===== src/rtl/operand_bypass_stage.sv =====
// operand_bypass_stage: picks the newest operand value (rf/history/writeback/imm) and registers it behind valid/ready
module operand_bypass_stage #(
  parameter int WIDTH = 32,
  parameter int TAG_W = 3,
  parameter int DEPTH = 4
) (
  input  logic             clk,
  input  logic             reset_n,
  input  logic             in_valid,
  output logic             in_ready,
  input  logic [TAG_W-1:0] in_tag,
  input  logic [WIDTH-1:0] in_rf_data,
  input  logic [WIDTH-1:0] in_imm,
  input  logic             in_use_imm,
  input  logic             wb_valid,
  input  logic [TAG_W-1:0] wb_tag,
  input  logic [WIDTH-1:0] wb_data,
  input  logic             rf_retire,
  output logic             out_valid,
  input  logic             out_ready,
  output logic [WIDTH-1:0] out_data,
  output logic [2:0]       out_sel,
  output logic [2:0]       hist_count,
  output logic             ovf_err,
  output logic             unf_err
);
  logic [DEPTH-1:0] vld_q, vld_d;
  logic [TAG_W-1:0] tag_q [DEPTH];
  logic [TAG_W-1:0] tag_d [DEPTH];
  logic [WIDTH-1:0] data_q [DEPTH];
  logic [WIDTH-1:0] data_d [DEPTH];
  logic [WIDTH-1:0] mux_in [8];
  logic [1:0] wr_ptr_q, wr_ptr_d, rd_ptr_q, rd_ptr_d, slot, hit_slot;
  logic [2:0] cnt_q, cnt_d, out_sel_q, out_sel_d, sel;
  logic [WIDTH-1:0] out_data_q, out_data_d;
  logic out_valid_q, out_valid_d, ovf_q, ovf_d, unf_q, unf_d;
  logic full, empty, push, pop, accept, hit;

  assign in_ready   = !out_valid_q || out_ready;
  assign accept     = in_valid && in_ready;
  assign out_valid  = out_valid_q;
  assign out_data   = out_data_q;
  assign out_sel    = out_sel_q;
  assign hist_count = cnt_q;
  assign ovf_err    = ovf_q;
  assign unf_err    = unf_q;

  always_comb begin
    full     = cnt_q == 3'(DEPTH);
    empty    = cnt_q == 3'd0;
    push     = wb_valid && (!full || rf_retire);
    pop      = rf_retire && !empty;
    vld_d    = vld_q;
    tag_d    = tag_q;
    data_d   = data_q;
    if (pop) vld_d[rd_ptr_q] = 1'b0;
    if (push) begin
      vld_d[wr_ptr_q]  = 1'b1;
      tag_d[wr_ptr_q]  = wb_tag;
      data_d[wr_ptr_q] = wb_data;
    end
    wr_ptr_d = wr_ptr_q + 2'(push);
    rd_ptr_d = rd_ptr_q + 2'(pop);
    cnt_d    = cnt_q + 3'(push) - 3'(pop);
    ovf_d    = ovf_q | (wb_valid & full & !rf_retire);
    unf_d    = unf_q | (rf_retire & empty);
    hit      = 1'b0;
    hit_slot = 2'd0;
    slot     = 2'd0;
    // oldest first so the newest match overwrites; pre-pop state keeps retiring entries visible
    for (int k = DEPTH - 1; k >= 0; k--) begin
      slot = wr_ptr_q - 2'(k) - 2'd1;
      if (vld_q[slot] && tag_q[slot] == in_tag) begin
        hit      = 1'b1;
        hit_slot = slot;
      end
    end
    sel = in_use_imm ? 3'd7 : (wb_valid && wb_tag == in_tag) ? 3'd5 : hit ? 3'd1 + 3'(hit_slot) : 3'd0;
    mux_in = '{in_rf_data, data_q[0], data_q[1], data_q[2], data_q[3], wb_data, {WIDTH{1'b0}}, in_imm};
    out_valid_d = accept ? 1'b1 : out_ready ? 1'b0 : out_valid_q;
    out_sel_d   = accept ? sel : out_sel_q;
    out_data_d  = accept ? mux_in[sel] : out_data_q;
  end

  always_ff @(posedge clk or negedge reset_n) begin
    if (!reset_n) begin
      vld_q       <= '0;
      tag_q       <= '{default: '0};
      data_q      <= '{default: '0};
      wr_ptr_q    <= '0;
      rd_ptr_q    <= '0;
      cnt_q       <= '0;
      out_valid_q <= 1'b0;
      out_data_q  <= '0;
      out_sel_q   <= '0;
      ovf_q       <= 1'b0;
      unf_q       <= 1'b0;
    end else begin
      vld_q       <= vld_d;
      tag_q       <= tag_d;
      data_q      <= data_d;
      wr_ptr_q    <= wr_ptr_d;
      rd_ptr_q    <= rd_ptr_d;
      cnt_q       <= cnt_d;
      out_valid_q <= out_valid_d;
      out_data_q  <= out_data_d;
      out_sel_q   <= out_sel_d;
      ovf_q       <= ovf_d;
      unf_q       <= unf_d;
    end
  end
endmodule

===== config.mk =====
export PLATFORM = sky130hd
export DESIGN_NAME = operand_bypass_stage
export DESIGN_NICKNAME = d
export VERILOG_FILES = /design/src/rtl/operand_bypass_stage.sv
export SDC_FILE = /design/constraint.sdc
export NUM_CORES = 1
export LEC_CHECK = 0
export ABC_CLOCK_PERIOD_IN_PS = 8550
export CAP_MARGIN = 10
export CORE_MARGIN = 1.5
export CORE_UTILIZATION = 59
export DETAILED_ROUTE_END_ITERATION = 10
export MAX_ROUTING_LAYER = met4
export PLACE_DENSITY = 0.86
export SYNTH_ARGS = -nofsm -noshare
export SYNTH_HDL_FRONTEND = slang
export SYNTH_SLANG_ARGS = --single-unit

===== constraint.sdc =====
create_clock -name clk -period 8.55 [get_ports clk]
set_input_delay 0.855 -clock clk [delete_from_list [all_inputs] [get_ports clk]]
set_output_delay 0.855 -clock clk [all_outputs]
set_load 0.02 [all_outputs]

# [Word-level counts from Yosys, hierarchy flattened]
# Index checks and enable logic that the tools add are counted.
[word_totals] regBits=189
[op_classes] add_sub_neg=11 magnitude_cmp=15 n_eq_ne=6 muxes=48 n_bitwise=14 reduce_logical=19
[op_table] cell="$bwmux 128" n=1
[op_table] cell="$bmux 32 s3" n=1
[op_table] cell="$mux 32" n=3
[op_table] cell="$demux 32 s2" n=1
[op_table] cell="$mux 3" n=12
[op_table] cell="$bmux 3 s2" n=4
[op_table] cell="$lt 2x3->1 const B" n=6
[op_table] cell="$eq 3x3->1" n=5
[op_table] cell="$ge 3x3->1 const B" n=5
[op_table] cell="$not 2->3" n=5
[op_table] cell="$bwmux 12" n=1
[op_table] cell="$mux 1" n=12
[op_table] cell="$logic_and 1x1->1" n=11
[op_table] cell="$bmux 1 s2" n=4
[op_table] cell="$mux 2" n=4
[op_table] cell="$mux 4" n=2
[op_table] cell="$sub 2x1->2 const B" n=4
[op_table] cell="$demux 3 s2" n=1
[op_table] cell="$add 2x1->2" n=2
[op_table] cell="$and 4x4->4" n=1
[op_table] cell="$demux 1 s2" n=2
[op_table] cell="$ge 2x1->1 const B" n=2
[op_table] cell="$ge 4x4->1 const B" n=1
[op_table] cell="$logic_not 1->1" n=4
[op_table] cell="other kinds (14)" n=19

# [Depth between registers and ports, before layout]
# Gate-level depths: netlist of the first run.
[depth] ltp_word=20 mapped_depth=20 mapped_depth_nobuf=16

# [Worst setup path after synthesis of the first run]
# OpenSTA, ideal clock, no wires.
[synth_timing] path_type="reg2reg" start="reg wr_ptr_q[0]" end="reg out_data_q[20] (netlist: out_data[20])" arrival_time_ps=3868 required_ps=8479 setup_slack_ps=4611 path_stages_with_launch=20 n_path_buf=4 synth_period_minus_slack_ps=3939 cell_sequence="dfrtp_1 buf_2 inv_1 ha_1 buf_6 mux2i_1 xor2_1 nor3b_1 o211ai_4 nor2_1 a21oi_1 o31ai_1 a21oi_1 ha_1 or2_2 a21oi_1 clkbuf_1 buf_2 o21ai_0 nand4_1"
[synth_between] elab_chain_len=20 word_cells_on_any_way=54 classes_between="add/sub (7); eq/ne (4); mux (34); bitwise (5); reduce/logical (4)"
[synth_rtl] item="start: declaration" line_no="33" source="logic [1:0] wr_ptr_q, wr_ptr_d, rd_ptr_q, rd_ptr_d, slot, hit_slot;"
[synth_rtl] item="start signal: assignment" line_no="102" source="wr_ptr_q <= wr_ptr_d;"
[synth_rtl] item="$sub 2x2->2" line_no="72" source="slot = wr_ptr_q - 2'(k) - 2'd1;"
[synth_rtl] item="$sub 2x1->2" line_no="72"
[synth_rtl] item="$not 2->3 (not written as such)" line_no="73" source="if (vld_q[slot] && tag_q[slot] == in_tag) begin"
[synth_rtl] item="$bmux 3 s2" line_no="73"
[synth_rtl] item="$mux 3 (not written as such) (2 in a row)" line_no="73"
[synth_rtl] item="$eq 3x3->1" line_no="73"
[synth_rtl] item="$logic_and 1x1->1" line_no="73"
[synth_rtl] item="$mux 2 (4 in a row)" line_no="73"
[synth_rtl] item="$add 1x2->3" line_no="78" source="sel = in_use_imm ? 3'd7 : (wb_valid && wb_tag == in_tag) ? 3'd5 : hit ? 3'd1 + 3'(hit_slot) : 3'd0;"
[synth_rtl] item="$mux 3 (*) (3 in a row)" line_no="78"
[synth_rtl] item="$not 3->4 (not written as such) (*)" line_no="82" source="out_data_d = accept ? mux_in[sel] : out_data_q;"
[synth_rtl] item="$bmux 32 s3 (*)" line_no="82"
[synth_rtl] item="$mux 32 (not written as such) (*) (2 in a row)" line_no="82"
[synth_rtl] item="end signal: assignment" line_no="106" source="out_data_q <= out_data_d;"
[synth_rtl] item="end: declaration" line_no="35" source="logic [WIDTH-1:0] out_data_q, out_data_d;"
# Every way passes the cells marked *; elsewhere a longest branch is shown, timed or not. The select of a mux whose other input is x is not followed.
# A chain may end at the register's enable or synchronous reset.

# [Worst setup path in the final report of the first run]
[layout_timing] start="reg wr_ptr_q[0]" end="reg out_data_q[2] (netlist: out_data[2])"
# The elaborated chain is that of the path after synthesis.

==> out/qor.yml, run 1 <==
sta:
  finalCritPeriodShare: 0.678
  min_period_ns: 5.80
  setup_viol: 0
  finalHoldViolations: 0
  tns_ns: 0
  fmax_mhz: 173
  rsz0062_at_grt: "no"
  tightestPinTransition_ns: 1.17
  maxSlewHeadroom: 0.221
  holdWs_ns: 0.466
  finalMaxSlewViolations: 0
  skew_ns: 0.0121
setup_path:
  crit_buf_inv: 1
  slowest_stage: "dfrtp_1"
  end_kind: "flip-flop"
  worst_ep_required_time_ns: 8.90
  crit_chain: "inv_1 > ha_1 > and4b_1 > nor4_4 > o32ai_1 > o22a_1 > o21ai_0 > o31ai_1 > a21oi_1 > ha_1 > nor2_1 > a211oi_4 > a22o_1 > o32ai_1 > o21ai_1"
  path_delay_family: "compound AO/OA/AOI/OAI gates"
  timing.rr.start: "wr_ptr_q[0]$_DFF_PN0_"
  cp_slowest_stage_delay_ns: 0.97
  crit_arrival_ns: 6.15
  cp-start-kind: "flip-flop"
  critical_path_class: "reg -> reg"
  r2r_setup_slack_ns: 2.75
  crit_fanout: 24
  reg2reg_to: "out_data[2]$_DFFE_PN0P_"
  reg2reg_depth: 15
placed_design:
  place_congestion: 0.872
  placed_cell_area_um2: 11700
  dp_hpwl_mm: 14.6
  port_buffers: 150
route:
  vias: 7655
  routed_wl_mm: 25.0
  via_per_inst: 6.30
  drt_iter0_drc: 606
  drc: 0
  drt-wirelength-per-cell_um: 20.5
  ant_nets: 0
  drt-pass1-iter-count: 4
synth:
  async_flop_share: 1.00
  ys_types: 64
  ys_ff_latch: 189
  yosysSeqAreaShare: 0.465
  syn-num-nets: 997
  synth_area_um2: 10200
  synth_commonest_cells: "dfrtp_1 (189), mux2_2 (142), and3_1 (64), a21boi_0 (63), o21ai_1 (56)"
  synthMostInstantiatedCell: "dfrtp_1"
  synth_top_area_share: 0.465
  synthCells: 878
  synth-edff-count: 0
  synth_flop_cell: "dfrtp_1"
  avgSynthCellArea_um2: 11.6
  synth_warnings: 0
  synth_area_leaders: "dfrtp_1 (46%), mux2_2 (16%), a21boi_0 (4.6%)"
  synth.largest_area_cell: "dfrtp_1"
finish:
  final_area_um2: 12300
  layout-drive-gt1-share: 0.233
  areaGrowthSynthToFinish_pct: 20.6
  nFillCells: 1160
  final_util: 0.735
  diodes: 0
  nNetsFinal: 1102
power_and_ir_drop:
  peakVddDrop_mv: 0.323
  powerDensity_nw_per_um2: 371
  leakage_uw: 0.00514
clock_tree:
  ctsResizeCount: 0
  cts.sinks: 189
  cts_tree: "built"
  clockRootBuffer: "clkbuf_16"
  cts_max_path_buffers: 2
  clk_pin_slew_ns: 0.07
  hold_buffers: 0
  htree_levels: 4
  cts_buffers: 17
  worstSkewPairLatency_ns: 0.44
  post-cts-setup-buffers: 0
global_route:
  overflow: 0
  track_usage: 0.296
  grt_max_degree: 132
  grt_pass1_wl_mm: 40.3
  antenna_found_initial: 0
  grt_pass1_vias: 7620
floorplanning:
  dieArea_um2: 18000
  die_h_um: 134
  num_io_pins: 151
  initial_utilization: 0.609
  core_area_um2: 16700
  rows: 47
  die_width_um: 134
hold_path:
  holdPathStages: 1
  hold_start: "ovf_err$_DFF_PN0_"
  whs_endpoint: "ovf_err$_DFF_PN0_"
  holdCritPathClass: "reg -> reg"
flow_run:
  cap_violations: 0
outcome:
  status: "finished, final reports clean"
[logic make-up (layout without fill, tap and decap cells)]
logic type               count (synthesis)  in the layout  synth area share
buffers and inverters                   81            199            0.0413
XOR/XNOR                                18             18            0.0155
AND/OR/NAND/NOR                        182            182             0.112
AO/OA/AOI/OAI                          246            246             0.184
adder cells (fa/ha/maj)                 10             10            0.0130
multiplexers                           152            152             0.170
flip-flops                             189            189             0.465
[metal layers]
metal  global-route usage  share of wire
met1                0.391           0.44
met2                0.470           0.49
met3               0.0514          0.053
met4               0.0884          0.017
met5                    -              0
[cell type report]
cell class	instances	area, µm²	share of cell area
Clock inverter	9	108	0.00877
Multi-Input combinational cell	608	5060	0.412
Inverter	8	30.0	0.00245
Clock buffer	23	498	0.0406
Timing Repair Buffer	159	1570	0.128
Sequential cell	189	4730	0.385
Tap cell	220	275	0.0224
[power breakdown]
| group | total, µW | internal (µW) | switching (µW) | leakage [µW] |
|---|---|---|---|---|
| logic | 2090 | 1050 | 1050 | 0.00260 |
| registers | 1650 | 1350 | 305 | 0.00224 |
| clock network | 813 | 471 | 342 | 0.000301 |
| total | 4560 | 2860 | 1690 | 0.00514 |
[placed cells by master, fill, tap and decap left out, types with 6 or more instances in the layout]
cell type / count
xnor2_1: 12
inv_1: 8
a22oi_2: 15
nand4_1: 21
o21ai_1: 56
nand2_1: 14
and3_1: 64
a32oi_1: 11
a22o_1: 12
nor2_1: 10
o21ai_0: 25
clkbuf_16: 17
a22oi_1: 7
a21boi_0: 63
a21oi_1: 9
ha_1: 9
mux2_2: 142
xor2_1: 6
o32ai_1: 14
mux2i_1: 7
and2_1: 20
dfrtp_1: 189
clkdlybuf4s50_1: 149
a221oi_2: 9
clkbuf_8: 6
nand2_2: 6
buf_4: 9
[sequential cells by signal, indices dropped and copies added (netlist names)]
register / flops
tag_q: 12
wr_ptr_q: 2
rd_ptr_q: 2
out_sel: 3
out_valid: 1
ovf_err: 1
hist_count: 3
vld_q: 4
unf_err: 1
data_q: 128
out_data: 32
[stage by stage]
step / cells / total power, µW / setup slack (ns)
3_5_place_dp: 1184 / 3710 / 3.00
4_1_cts: 1216 / 4550 / 2.85
3_3_place_gp: 1184 / 3620 / 3.23
2_1_floorplan: 878 / 3150 / 4.61
5_1_grt: 1216 / 4830 / 2.44
6_report: 1216 / 4560 / 2.75
[worst max-delay path by stage]
stage                          start                  endpoint  slack (ns)  cells after the start
3_5_place_dp   wr_ptr_q[0]$_DFF_PN0_  out_data[27]$_DFFE_PN0P_        3.00                     12
5_1_grt        wr_ptr_q[0]$_DFF_PN0_  out_data[21]$_DFFE_PN0P_        2.44                     16
4_1_cts        wr_ptr_q[0]$_DFF_PN0_   out_data[2]$_DFFE_PN0P_        2.85                     15
2_1_floorplan  wr_ptr_q[0]$_DFF_PN0_  out_data[20]$_DFFE_PN0P_        4.61                     19
3_3_place_gp   wr_ptr_q[0]$_DFF_PN0_  out_data[27]$_DFFE_PN0P_        3.23                     15
6_report       wr_ptr_q[0]$_DFF_PN0_   out_data[2]$_DFFE_PN0P_        2.75                     15
Note: power is estimated with default switching activity, not from simulation.
==> run 2: changes to the inputs <==
ABC_CLOCK_PERIOD_IN_PS = 6100   (was 8550)
CORE_UTILIZATION = 55   (was 59)
PLACE_DENSITY = 0.81   (was 0.86)
clock period = 6.1 ns   (was 8.55 ns; I/O delays follow)
==> out/qor.yml, run 2 (same netlist as run 1, synthesis figures left out) <==
outcome:
  status: "finished, final reports clean"
setup_path:
  end_kind: "flip-flop"
  critical_path_class: "reg -> reg"
  cp.depth: 15  # unchanged
  worst_ep_required_time_ns: 6.48  # -2.42 ns
  crit_arrival_ns: 5.50  # -0.65 ns
  slowest_stage: "ha_1"
  crit_buf_inv: 2  # +1
  timing.rr.start: "wr_ptr_q[1]$_DFF_PN0_"
  crit_fanout: 24  # unchanged
  reg2reg_depth: 15  # unchanged
  cp_slowest_stage_delay_ns: 0.83  # -0.14 ns
  r2r_setup_slack_ns: 0.97  # -1.78 ns
  reg2reg_to: "out_data[21]$_DFFE_PN0P_"
  path_delay_family: "compound AO/OA/AOI/OAI gates"
  cp-start-kind: "flip-flop"
  crit_chain: "inv_1 > ha_1 > mux2i_1 > xnor2_1 > o32ai_1 > o22a_1 > o21ai_0 > o31ai_1 > a21oi_1 > ha_1 > or2_2 > a21oi_4 > buf_4 > o21ai_0 > nand4_1"
finish:
  final_cells: 1232  # +1.3%
  areaGrowthSynthToFinish_pct: 21.6
  largest-register: "data_q"
  largest_register_ffs: 128  # unchanged
  final_common_cell: "dfrtp_1"
  nNetsFinal: 1107  # +0.45%
  layout_common_cells: "dfrtp_1 (189), clkdlybuf4s50_1 (149), mux2_2 (142)"
  layout-drive-gt1-share: 0.237  # +0.00383
placed_design:
  port_buffers: 150  # unchanged
  place_congestion: 0.804  # -7.8%
  place_inst: 1198  # +1.2%
  dp_hpwl_mm: 15.3  # +4.2%
flow_run:
  cap_violations: 0  # unchanged
clock_tree:
  cts_buffers: 17  # unchanged
  ctsResizeCount: 0  # unchanged
  clockRootBuffer: "clkbuf_16"
  post-cts-setup-buffers: 0  # unchanged
  cts_tree: "built"
  cts.sinks: 189  # unchanged
  hold_buffers: 0  # unchanged
  worstSkewPairLatency_ns: 0.45  # about the same
  cts_max_path_buffers: 2  # unchanged
  clk_pin_slew_ns: 0.07  # about the same
  htree_levels: 4  # unchanged
floorplanning:
  die_h_um: 139  # +3.5%
  dieArea_um2: 19300  # +7.1%
  initial_utilization: 0.564  # -0.0447
  die_width_um: 139  # +3.5%
  core_area_um2: 18000  # +7.9%
  num_io_pins: 151  # unchanged
  rows: 49  # +4.3%
global_route:
  antenna_found_initial: 2  # +2
  overflow: 0  # unchanged
  grt_pass1_wl_mm: 40.5  # +0.55%
  grt_max_degree: 131  # -0.76%
  track_usage: 0.271  # -0.0247
  grt_pass1_vias: 7588  # -0.42%
sta:
  tns_ns: 0  # unchanged
  rsz0062_at_grt: "no"
  finalMaxSlewViolations: 0  # unchanged
  skew_ns: 0.00968  # -0.00246 ns
  fmax_mhz: 195  # +13%
  finalCritPeriodShare: 0.841  # +0.163
  finalHoldViolations: 0  # unchanged
  maxSlewHeadroom: 0.239  # +0.0185
  setup_viol: 0  # unchanged
  min_period_ns: 5.13  # -0.669 ns
  tightestPinTransition_ns: 1.14  # -0.0281 ns
power_and_ir_drop:
  peakVddDrop_mv: 0.313  # -3.0%
  leakage_uw: 0.00517  # +0.62%
  powerDensity_nw_per_um2: 520  # +40%
route:
  drt-wirelength-per-cell_um: 20.3  # -1.2%
  drt-pass1-iter-count: 4  # unchanged
  drt_iter0_drc: 524  # -14%
  drc: 0  # unchanged
  via_per_inst: 6.21  # -1.3%
  routed_wl_mm: 25.0  # +0.12%
  ant_nets: 0  # unchanged
  vias: 7652  # -0.039%
hold_path:
  holdCritPathClass: "in -> async"
[run 2: power breakdown]
| part | internal (µW) | switching, µW | total, µW | leakage [µW] |
|---|---|---|---|---|
| Clock | 671 | 500 | 1170 | 0.000295 |
| Sequential | 1890 | 397 | 2280 | 0.00224 |
| Combinational | 1490 | 1480 | 2970 | 0.00264 |
[run 2: area by class of cell]
cell class	count	area, µm²
Antenna cell	2	5.00
Inverter	8	30.0
Multi-Input combinational cell	608	5060
Sequential cell	189	4730
Clock inverter	12	160
Timing Repair Buffer	164	1640
Clock buffer	20	457
Tap cell	229	287
Fill cell	1381	5660
[run 2: stage by stage]
step | instance area [µm²] | hold WS [ns] | power, µW | utilization | worst slack, ns
2_1_floorplan | 10200 | 0.314 | 4410 | - | 2.16
3_3_place_gp | 11700 | 0.443 | 5140 | 0.652 | 1.31
3_5_place_dp | 11700 | 0.445 | 5240 | 0.652 | 1.08
4_1_cts | 12400 | 0.204 | 6430 | 0.686 | 1.01
5_1_grt | 12400 | 0.215 | 6800 | 0.686 | 0.784
6_report | 12400 | 0.163 | 6430 | 0.686 | 0.972
[run 2: layer usage]
metal | GRT usage | wire, µm | vias up | share of wire
li1 | - | - | 3500 | -
met1 | 0.354 | 10800 | 3874 | 0.43
met2 | 0.426 | 12400 | 244 | 0.49
met3 | 0.0577 | 1440 | 34 | 0.058
met4 | 0.0850 | 361 | 0 | 0.014
met5 | - | 0 | - | 0
[run 2: how the worst max path moves through the flow]
stage	start	endpoint	slack, ns
2_1_floorplan	wr_ptr_q[0]$_DFF_PN0_	out_data[20]$_DFFE_PN0P_	2.16
3_3_place_gp	wr_ptr_q[1]$_DFF_PN0_	out_data[22]$_DFFE_PN0P_	1.31
3_5_place_dp	wr_ptr_q[1]$_DFF_PN0_	out_data[21]$_DFFE_PN0P_	1.08
4_1_cts	wr_ptr_q[1]$_DFF_PN0_	out_data[21]$_DFFE_PN0P_	1.01
5_1_grt	wr_ptr_q[1]$_DFF_PN0_	out_data[21]$_DFFE_PN0P_	0.78
6_report	wr_ptr_q[1]$_DFF_PN0_	out_data[21]$_DFFE_PN0P_	0.97
[run 2: worst register-to-register path, cell delays in order (launching register included)]
cell and delay, ns:
dfrtp_1 0.64, inv_1 0.16, ha_1 0.83, mux2i_1 0.32
xnor2_1 0.13, o32ai_1 0.36, o22a_1 0.50, o21ai_0 0.18
o31ai_1 0.12, a21oi_1 0.07, ha_1 0.30, or2_2 0.31
a21oi_4 0.63, buf_4 0.31, o21ai_0 0.13, nand4_1 0.11
==> RTL edit (flow settings as in run 2) <==
Reset style: synchronous (`reset_n`), changed in one clocked block.
--- a/src/rtl/operand_bypass_stage.sv
+++ b/src/rtl/operand_bypass_stage.sv
@@ -82,7 +82,7 @@
     out_data_d  = accept ? mux_in[sel] : out_data_q;
   end
 
-  always_ff @(posedge clk or negedge reset_n) begin
+  always_ff @(posedge clk) begin
     if (!reset_n) begin
       vld_q       <= '0;
       tag_q       <= '{default: '0};
Formal check against the unedited RTL: differs if reset_n is asserted again (counterexample within 4 cycles, from zero or initial values and one cycle with reset_n low); with reset_n held inactive, the same outputs for 4 cycles.
==> RTL edit against run 2 <==
- synthesized cell count is 29% higher
- setup slack worse by 0.36 ns
- wire length is 9.9% higher
- sequential cell count stayed put
- utilization is 1.5 points higher
- via count is 15% higher
- sequential share of layout area is 4.4 points lower
- first-iteration DRC count is 88% higher
- largest cell class unchanged
- cell area is 9.6% lower
- synthesized area is 11% lower
Power is not compared: it rests on default switching activity, and its combinational part moved more than twofold at a synthesized area within 25%.
==> RTL edit: results <==
metrics = {
    "sta": {
        "finalClockSkew_ns": 0.00906,
        "pin_slew_with_the_least_headroom_to_its_limit_ns": 1.14,
        "final_critical_path_setup_slack_ns": 0.617,
    },
    "detailed_routing": {
        "detailroute.via_count": 8773,
        "detail_route.wl_per_cell_um": 18.9,
        "drt_iter0_markers": 985,
        "drt-pass1-iter-count": 6,
        "drt-vias-per-instance": 6.03,
    },
    "global_routing": {
        "vias_in_the_first_global_route": 8330,
        "grt_antenna_before_repair": 0,
        "grt_first_pass_wirelength_um": 43800,
        "grt_start_max_net_pins": 99,
        "globalRouteTotalUtil_pct": 32.5,
    },
    "final_layout": {
        "num_antenna_cells": 0,
        "fill_cells": 1293,
        "fraction_of_final_layout_cells_with_drive_strength_greater_than_1_pct": 6.94,
        "final_nets": 1345,
    },
    "setup_path": {
        "timing.reg2reg.worst_path_depth": 14,
        "timing.critical_path.slowest_stage_cell": "or3_1",
        "critPathMaxFanout": 23,
        "worst_setup_path_endpoint": "out_data[10]",
        "critical_path_at_ns": 5.81,
    },
    "run_status": {
        "outcome": "finished clean",
    },
    "synth": {
        "synth_top_flop_cell": "dfxtp_1",
        "synthDistinctLibCells": 57,
        "synthesis.instances": 1129,
        "proportion_of_synthesized_chip_area_in_sequential_cells_pct": 41.9,
        "syn-num-nets": 1248,
        "synth_common_cells": "365 x nand2_1, 189 x dfxtp_1, 178 x a21oi_1",
        "ys_async_sr_fraction_pct": 0,
        "synth_area_leaders": "dfxtp_1 42%, nand2_1 15%, a21oi_1 9.9%",
    },
    "placed_design": {
        "placed_cells_incl_taps": 1423,
        "dp_hpwl_um": 16700,
        "detailedPlace.worstSlack_ns": 0.848,
        "routability_congestion": 0.880,
    },
    "worst_hold_path": {
        "hold_class": "register to register",
    },
}
RTL edit: final cells by class:
class                      count  area (µm²)  share of cell area, %
clock buffer                  18         439                   3.93
sequential                   189        3780                   33.9
clock inverter                14         189                   1.69
tap                          216         270                   2.42
multi-input combinational    844        4840                   43.3
timing repair buffer         165        1610                   14.4
inverter                       9        36.3                  0.325
RTL edit: kinds of logic (layout without fill, tap and decap cells):
logic type | after synthesis | in the layout | share of synthesized area (%)
AO/OA/AOI/OAI | 297 | 297 | 20.9
multiplexers | 81 | 81 | 9.52
XOR/XNOR | 22 | 22 | 2.13
flip-flops | 189 | 189 | 41.9
adder cells (fa/ha/maj) | 10 | 10 | 1.47
buffers and inverters | 96 | 206 | 4.60
AND/OR/NAND/NOR | 434 | 434 | 19.5
RTL edit: per-layer routing:
| metal | part of all wire (%) | global-route usage, % | wire length, µm |
|---|---|---|---|
| met2 | 47 | 51.5 | 12900 |
| met4 | 2.1 | 11.4 | 587 |
| met1 | 42 | 41.8 | 11500 |
| met3 | 8.9 | 6.13 | 2430 |
| met5 | 0 | - | 0 |
RTL edit: tightest hold or removal path: cells and delay by family (launching register included):
kind	cells	cell delay [ns]
compound gates	1	0.05
simple gates	1	0.05
flops	1	0.31
RTL edit: through the flow:
step	cell area [µm²]	util [%]	hold WS [ns]	power (mW)
2_1_floorplan	9030	-	0.433	1.98
3_3_place_gp	10500	66.2	0.438	2.26
3_5_place_dp	10500	66.2	0.444	2.28
4_1_cts	11200	70.1	0.454	3.46
5_1_grt	11200	70.1	0.469	3.61
6_report	11200	70.1	0.454	3.47
RTL edit: power breakdown:
group          total (mW)  switching (mW)  internal (mW)
combinational       0.861           0.498          0.363
clock                1.20           0.504          0.699
sequential           1.41          0.0764           1.33
